===== src/rtl/ship_heading_ctrl_if.sv =====
// Control bundle between the keyboard decoder (master) and the ship control core (slave).
// The master drives the debounced key levels and the liveness flag.
// The slave returns the heading, compass vector, move flag, shot pulse and tick strobe.
interface ship_heading_ctrl_if #(
    parameter int unsigned HEADING_BITS = 3
);
    logic                    rotate_left;
    logic                    rotate_right;
    logic                    thrust;
    logic                    fire;
    logic                    alive;
    logic [HEADING_BITS-1:0] heading;
    logic [3:0]              dir;
    logic                    move;
    logic                    shot;
    logic                    tick;

    modport master (
        output rotate_left,
        output rotate_right,
        output thrust,
        output fire,
        output alive,
        input  heading,
        input  dir,
        input  move,
        input  shot,
        input  tick
    );

    modport slave (
        input  rotate_left,
        input  rotate_right,
        input  thrust,
        input  fire,
        input  alive,
        output heading,
        output dir,
        output move,
        output shot,
        output tick
    );
endinterface


===== src/rtl/ship_heading_ctrl.sv =====
// Ship control core: turns debounced key levels into a registered heading, a compass
// direction vector {W,E,S,N}, a per-tick move flag and rate-limited one-cycle shot pulses.
// All motion state advances on a divided control tick; the fire path runs every cycle.
// Build option: define SHIP_AUTOFIRE_EN to let a held fire key re-fire on every return
// to idle; without it each press of fire yields exactly one shot.
module ship_heading_ctrl #(
    parameter int unsigned TICK_DIV       = 12500000,
    parameter int unsigned HEADING_BITS   = 3,
    parameter int unsigned RESET_HEADING  = 0,
    parameter int unsigned COOLDOWN_TICKS = 2
) (
    input logic                clk,
    input logic                reset,
    ship_heading_ctrl_if.slave bus
);
    localparam int unsigned CntBits = $clog2(TICK_DIV);

    localparam logic [CntBits-1:0]      CntReload    = CntBits'(TICK_DIV - 1);
    localparam logic [CntBits-1:0]      CntOne       = CntBits'(1);
    localparam logic [HEADING_BITS-1:0] HeadingReset = HEADING_BITS'(RESET_HEADING);
    localparam logic [7:0]              CdLoad       = 8'(COOLDOWN_TICKS);

    typedef enum logic [1:0] {
        StIdle,
        StFire,
        StCool
    } fire_state_e;

    // Compass vector of the octant given by the top three heading bits.
    function automatic logic [3:0] dir_of(input logic [HEADING_BITS-1:0] h);
        logic [2:0] oct;
        oct = h[HEADING_BITS-1 -: 3];
        case (oct)
            3'd0:    dir_of = 4'b0001;  // N
            3'd1:    dir_of = 4'b0101;  // NE
            3'd2:    dir_of = 4'b0100;  // E
            3'd3:    dir_of = 4'b0110;  // SE
            3'd4:    dir_of = 4'b0010;  // S
            3'd5:    dir_of = 4'b1010;  // SW
            3'd6:    dir_of = 4'b1000;  // W
            default: dir_of = 4'b1001;  // NW
        endcase
    endfunction

    logic [CntBits-1:0]      cnt_q, cnt_d;
    logic                    tick_q, tick_d;
    logic [HEADING_BITS-1:0] heading_q, heading_d;
    logic [3:0]              dir_q, dir_d;
    logic                    move_q, move_d;
    fire_state_e             state_q, state_d;
    logic [7:0]              cd_q, cd_d;
    logic                    shot_q, shot_d;
    logic                    fire_q;
    logic                    armed;

`ifdef SHIP_AUTOFIRE_EN
    assign armed = 1'b1;
`else
    // A shot needs a fresh press: fire must have been low in the previous cycle.
    assign armed = ~fire_q;
`endif

    // Tick divider: tick_q is registered so that it is high exactly while cnt_q reads 0.
    always_comb begin
        cnt_d  = cnt_q - 1'b1;
        tick_d = 1'b0;
        if (cnt_q == '0) begin
            cnt_d = CntReload;
        end
        if (cnt_q == CntOne) begin
            tick_d = 1'b1;
        end
    end

    // Tick divider state.
    always_ff @(posedge clk or negedge reset) begin
        if (!reset) begin
            cnt_q  <= CntReload;
            tick_q <= 1'b0;
        end else begin
            cnt_q  <= cnt_d;
            tick_q <= tick_d;
        end
    end

    // Heading and move flag advance only on tick; a dead ship freezes its heading.
    always_comb begin
        heading_d = heading_q;
        move_d    = move_q;
        if (tick_q) begin
            move_d = bus.thrust & bus.alive;
            if (bus.alive) begin
                if (bus.rotate_right && !bus.rotate_left) begin
                    heading_d = heading_q + 1'b1;
                end else if (bus.rotate_left && !bus.rotate_right) begin
                    heading_d = heading_q - 1'b1;
                end
            end
        end
        dir_d = dir_of(heading_d);
    end

    // Motion state registers.
    always_ff @(posedge clk or negedge reset) begin
        if (!reset) begin
            heading_q <= HeadingReset;
            dir_q     <= dir_of(HeadingReset);
            move_q    <= 1'b0;
        end else begin
            heading_q <= heading_d;
            dir_q     <= dir_d;
            move_q    <= move_d;
        end
    end

    // Fire FSM: one FIRE cycle per accepted request, then COOL counts ticks down to idle.
    always_comb begin
        state_d = state_q;
        cd_d    = cd_q;
        shot_d  = 1'b0;
        unique case (state_q)
            StIdle: begin
                if (bus.alive && bus.fire && armed) begin
                    state_d = StFire;
                end
            end
            StFire: begin
                // The pulse lands on the cycle after FIRE; a ship that died meanwhile stays silent.
                shot_d  = bus.alive;
                cd_d    = CdLoad;
                state_d = (CdLoad == 8'd0) ? StIdle : StCool;
            end
            StCool: begin
                // Fire requests are ignored here; only ticks move the cooldown along.
                if (tick_q) begin
                    if (cd_q <= 8'd1) begin
                        state_d = StIdle;
                    end else begin
                        cd_d = cd_q - 8'd1;
                    end
                end
            end
            default: begin
                state_d = StIdle;
            end
        endcase
    end

    // Fire path registers, including the one-cycle copy of fire used for edge arming.
    always_ff @(posedge clk or negedge reset) begin
        if (!reset) begin
            state_q <= StIdle;
            cd_q    <= 8'd0;
            shot_q  <= 1'b0;
            fire_q  <= 1'b0;
        end else begin
            state_q <= state_d;
            cd_q    <= cd_d;
            shot_q  <= shot_d;
            fire_q  <= bus.fire;
        end
    end

    assign bus.heading = heading_q;
    assign bus.dir     = dir_q;
    assign bus.move    = move_q;
    assign bus.shot    = shot_q;
    assign bus.tick    = tick_q;
endmodule


===== src/flat_wrapper.sv =====
// flat-port wrapper written by rule: the top's interface ports become plain ports
module ship_heading_ctrl_flat 
#(
    parameter int unsigned TICK_DIV       = 12500000,
    parameter int unsigned HEADING_BITS   = 3,
    parameter int unsigned RESET_HEADING  = 0,
    parameter int unsigned COOLDOWN_TICKS = 2
)
  (clk, reset, bus_rotate_left, bus_rotate_right, bus_thrust, bus_fire, bus_alive, bus_heading, bus_dir, bus_move, bus_shot, bus_tick);
  ship_heading_ctrl_if #(.HEADING_BITS(HEADING_BITS)) bus_i ();
  input logic clk;
  input logic reset;
  input wire logic [$bits(bus_i.rotate_left)-1:0] bus_rotate_left;
  input wire logic [$bits(bus_i.rotate_right)-1:0] bus_rotate_right;
  input wire logic [$bits(bus_i.thrust)-1:0] bus_thrust;
  input wire logic [$bits(bus_i.fire)-1:0] bus_fire;
  input wire logic [$bits(bus_i.alive)-1:0] bus_alive;
  output wire logic [$bits(bus_i.heading)-1:0] bus_heading;
  output wire logic [$bits(bus_i.dir)-1:0] bus_dir;
  output wire logic [$bits(bus_i.move)-1:0] bus_move;
  output wire logic [$bits(bus_i.shot)-1:0] bus_shot;
  output wire logic [$bits(bus_i.tick)-1:0] bus_tick;
  assign bus_i.rotate_left = bus_rotate_left;
  assign bus_i.rotate_right = bus_rotate_right;
  assign bus_i.thrust = bus_thrust;
  assign bus_i.fire = bus_fire;
  assign bus_i.alive = bus_alive;
  assign bus_heading = bus_i.heading;
  assign bus_dir = bus_i.dir;
  assign bus_move = bus_i.move;
  assign bus_shot = bus_i.shot;
  assign bus_tick = bus_i.tick;
  ship_heading_ctrl #(.TICK_DIV(TICK_DIV), .HEADING_BITS(HEADING_BITS), .RESET_HEADING(RESET_HEADING), .COOLDOWN_TICKS(COOLDOWN_TICKS)) u_core (.clk(clk), .reset(reset), .bus(bus_i));
endmodule

===== config.mk =====
export PLATFORM = sky130hd
export DESIGN_NAME = ship_heading_ctrl_flat
export DESIGN_NICKNAME = d
export VERILOG_FILES = /design/src/rtl/ship_heading_ctrl_if.sv /design/src/rtl/ship_heading_ctrl.sv /design/src/flat_wrapper.sv
export SDC_FILE = /design/constraint.sdc
export NUM_CORES = 1
export LEC_CHECK = 0
export ABC_CLOCK_PERIOD_IN_PS = 4090
export CORE_MARGIN = 2
export CORE_UTILIZATION = 55
export CTS_BUF_LIST = sky130_fd_sc_hd__clkbuf_4 sky130_fd_sc_hd__clkbuf_8
export CTS_CLUSTER_DIAMETER = 50
export DETAILED_ROUTE_END_ITERATION = 16
export HOLD_SLACK_MARGIN = 0.03
export PLACE_DENSITY = 0.86
export SLEW_MARGIN = 20
export SYNTH_ARGS = -nofsm -noshare
export SYNTH_HDL_FRONTEND = slang
export SYNTH_SLANG_ARGS = --single-unit

===== constraint.sdc =====
create_clock -name clk -period 4.09 [get_ports clk]
set_input_delay 0.818 -clock clk [delete_from_list [all_inputs] [get_ports clk]]
set_output_delay 0.818 -clock clk [all_outputs]
set_load 0.05 [all_outputs]

==> results.yml <==
synth:
  synthesized_area_um2: 2460
  syn_nets: 261
  synth_area_leaders: "dfrtp_1, dfstp_2, ha_1"
  synth.avg_cell_area_um2: 10.1
  netlist_instances: 243
  synth.distinct_cells: 46
  synth.most_common_cell: "dfrtp_1"
  synthArstFlopShare_pct: 100
  postSynthRegisterBits: 45
  ys_seq_area_share_pct: 46.7
  synthesis.yosys.warnings: 0
  yosys-top-cells-count: "dfrtp_1, nand2_1, nor2_1"
  synth_enable_flop_cells: 0
  synth.largest_area_cell: "dfrtp_1"
  synth_flop_cell: "dfrtp_1"
  synth.top_cell.area_share_pct: 28.5
clock_tree:
  cts_tree: "yes"
  cts_inserted_buffers: 5
  root_buffer: "clkbuf_8"
  cts_post_setup_buffers_inserted: 0
  clock_latency_ps: 300
  max-clock-path-buffers: 2
  cts_hold_buffers: 0
  cts.reportedPaths.clkPinSlew_ps: 80
  htreeDepth: 2
  clkSinkCount: 45
  postCtsResizedCells: 0
finish:
  drive_gt1_share_pct: 13.7
  antenna_cells_inserted: 0
  area_growth_from_synthesis_to_layout_pct: 12.0
  nNetsFinal: 279
  finish.cell_count_without_fillers: 314
  final.fill_count: 352
critical_path:
  worst_path_buf_inv: 1
  worst_path_dominant_cell_family: "buffers and inverters"
  critPathKind: "flop to output pin"
  critical-path-slowest-cell: "clkdlybuf4s50_1"
  worstPathMaxFanout: 9
  critical_path.cell_chain: "clkdlybuf4s50_1"
  cp.required_ps: 3270
  endpoint_kind: "output pin"
  startpoint_type: "flop"
  timing.critical_path.slowest_cell_delay_ps: 860
  arrival_ps: 1680
timing:
  grt_setup_unrepaired: "no"
  final.min_clock_period_ps: 2500
  setup_viol_count_final: 0
  maxSlewHeadroom_pct: 36.5
  worst_pin_slew_ps: 952
  fmaxAchievable_mhz: 401
  fin_setup_tns_ps: 0
  final-hold-violation-count: 0
  finClkSkew_ps: 7.31
  timing.final.max_slew_violations: 0
  final.period_utilization_pct: 61.0
floorplan:
  rows: 24
  floorplan.die.width_um: 70.8
  dieArea_um2: 5020
  core_area_um2: 4320
  ioPinCount: 17
  start_util_pct: 56.8
  die_y_um: 70.8
detailed_routing:
  drt-pass1-iter-count: 6
  antenna_left: 0
  drc_errors: 0
  post_drt_wl_per_cell_um: 14.3
  drt-vias-per-instance: 5.89
  drt_iter0_markers: 180
  drt_wl_total_um: 4500
  num_vias: 1850
min_path:
  hold_path.class: "flop to flop"
status:
  run_status: "finished clean"
placement:
  dp.cells: 306
  gp_congestion: 0.809
  io_buffer_count: 16
  hpwl_um: 3160
global_routing:
  grt_start_max_net_pins: 46
  grt_pass1_vias: 1797
  globalRouteTotalUtil_pct: 20.0
  grt_first_pass_wirelength_um: 7980
  grt_antenna_before_repair: 0
  grt-ovfl-total: 0
pwr:
  power_density_nw_per_um2: 275
  static-leakage-power_uw: 0.00111
  ir_worst_vdd_mv: 0.162
job:
  timing.max_cap.violations: 0
-- flip-flops by register name, summed over array words and instances (netlist names) --
register,cells
u_core.bus.shot,1
u_core.state_q,2
u_core.bus.tick,1
u_core.bus.dir,4
u_core.bus.heading,3
u_core.fire_q,1
u_core.cnt_q,24
u_core.bus.move,1
u_core.cd_q,8
-- report_power, final --
group | total (uW) | internal [uW] | switching [uW]
clock | 294 | 151 | 143
sequential | 446 | 446 | 0.0751
combinational | 18.0 | 6.24 | 11.7
-- worst paths after layout --
check | start | endpoint | slack [ps] | cells after the start
worst max-delay path | u_core.bus.tick$_DFF_PN0_ | bus_tick | 1590 | 1
worst min-delay path | u_core.cnt_q[0]$_DFF_PN1_ | u_core.cnt_q[0]$_DFF_PN1_ | 480 | 1
worst min register to register | u_core.cnt_q[0]$_DFF_PN1_ | u_core.cnt_q[0]$_DFF_PN1_ | 480 | 1
worst max register to register | u_core.state_q[0]$_DFFE_PN0P_ | u_core.cd_q[5]$_DFFE_PN0P_ | 1860 | 6
max in group asynchronous | reset | u_core.cnt_q[7]$_DFF_PN0_ | 2830 | 1
min in group asynchronous | reset | u_core.cd_q[1]$_DFFE_PN0P_ | 650 | 1
-- kinds of logic (layout without fill, tap and decap cells) --
family / Yosys count / in the layout / share of synthesized area, %
AND/OR/NAND/NOR: 104 / 104 / 23.4
XOR/XNOR: 14 / 14 / 4.99
AO/OA/AOI/OAI: 46 / 46 / 14.2
multiplexers: 5 / 5 / 2.09
flip-flops: 45 / 45 / 46.7
buffers and inverters: 18 / 37 / 3.05
adder cells (fa/ha/maj): 11 / 11 / 5.60
-- layout by cell type (no fill, tap or decap), types with 3 or more instances in the layout --
cell and count:
inv_1 12, mux2i_1 4, xnor2_1 5, nand3_1 9, or4_1 4, o31ai_1 5, or3_1 3, xor2_1 9
or2_2 3, nand2b_1 4, nor3b_1 3, nor4_1 4, clkdlybuf4s50_1 15, nand4b_1 3, nor2b_1 3, ha_1 11
dfstp_2 17, a21oi_1 12, a21o_1 3, and2_1 3, nand2_1 26, dfrtp_1 28, nand4_1 6, nor3_1 5
clkbuf_8 6, o21ai_0 3, o22a_1 5, nor2_1 18, nand3b_1 6
-- per-layer routing --
metal | GRT usage, % | part of all wire, % | routed length [um] | up-vias
met2 | 32.7 | 49 | 2180 | 25
met4 | 6.92 | 0.76 | 34 | 0
met5 | 0 | 0 | 0 | -
met1 | 25.8 | 48 | 2140 | 898
li1 | - | - | - | 925
met3 | 5.56 | 3.0 | 137 | 2
-- stage by stage --
step	hold slack [ps]	total power [uW]	instance area [um2]	setup WS [ps]	util [%]
after global placement	461	472	2660	1810	61.4
after detailed placement	465	473	2660	1720	61.4
after floorplan	449	457	2460	1970	-
final	480	758	2750	1590	63.7
after global routing	500	796	2750	1510	63.7
after CTS	482	767	2750	1580	63.7
-- area by class of cell --
type	instances	area [um2]	share of cell area, %
Clock buffer	8	97.6	3.55
Inverter	12	45.0	1.64
Multi-Input combinational cell	180	1230	44.9
Sequential cell	45	1150	41.7
Tap cell	52	65.1	2.36
Timing Repair Buffer	17	163	5.91
(Power assumes the default switching activity.)
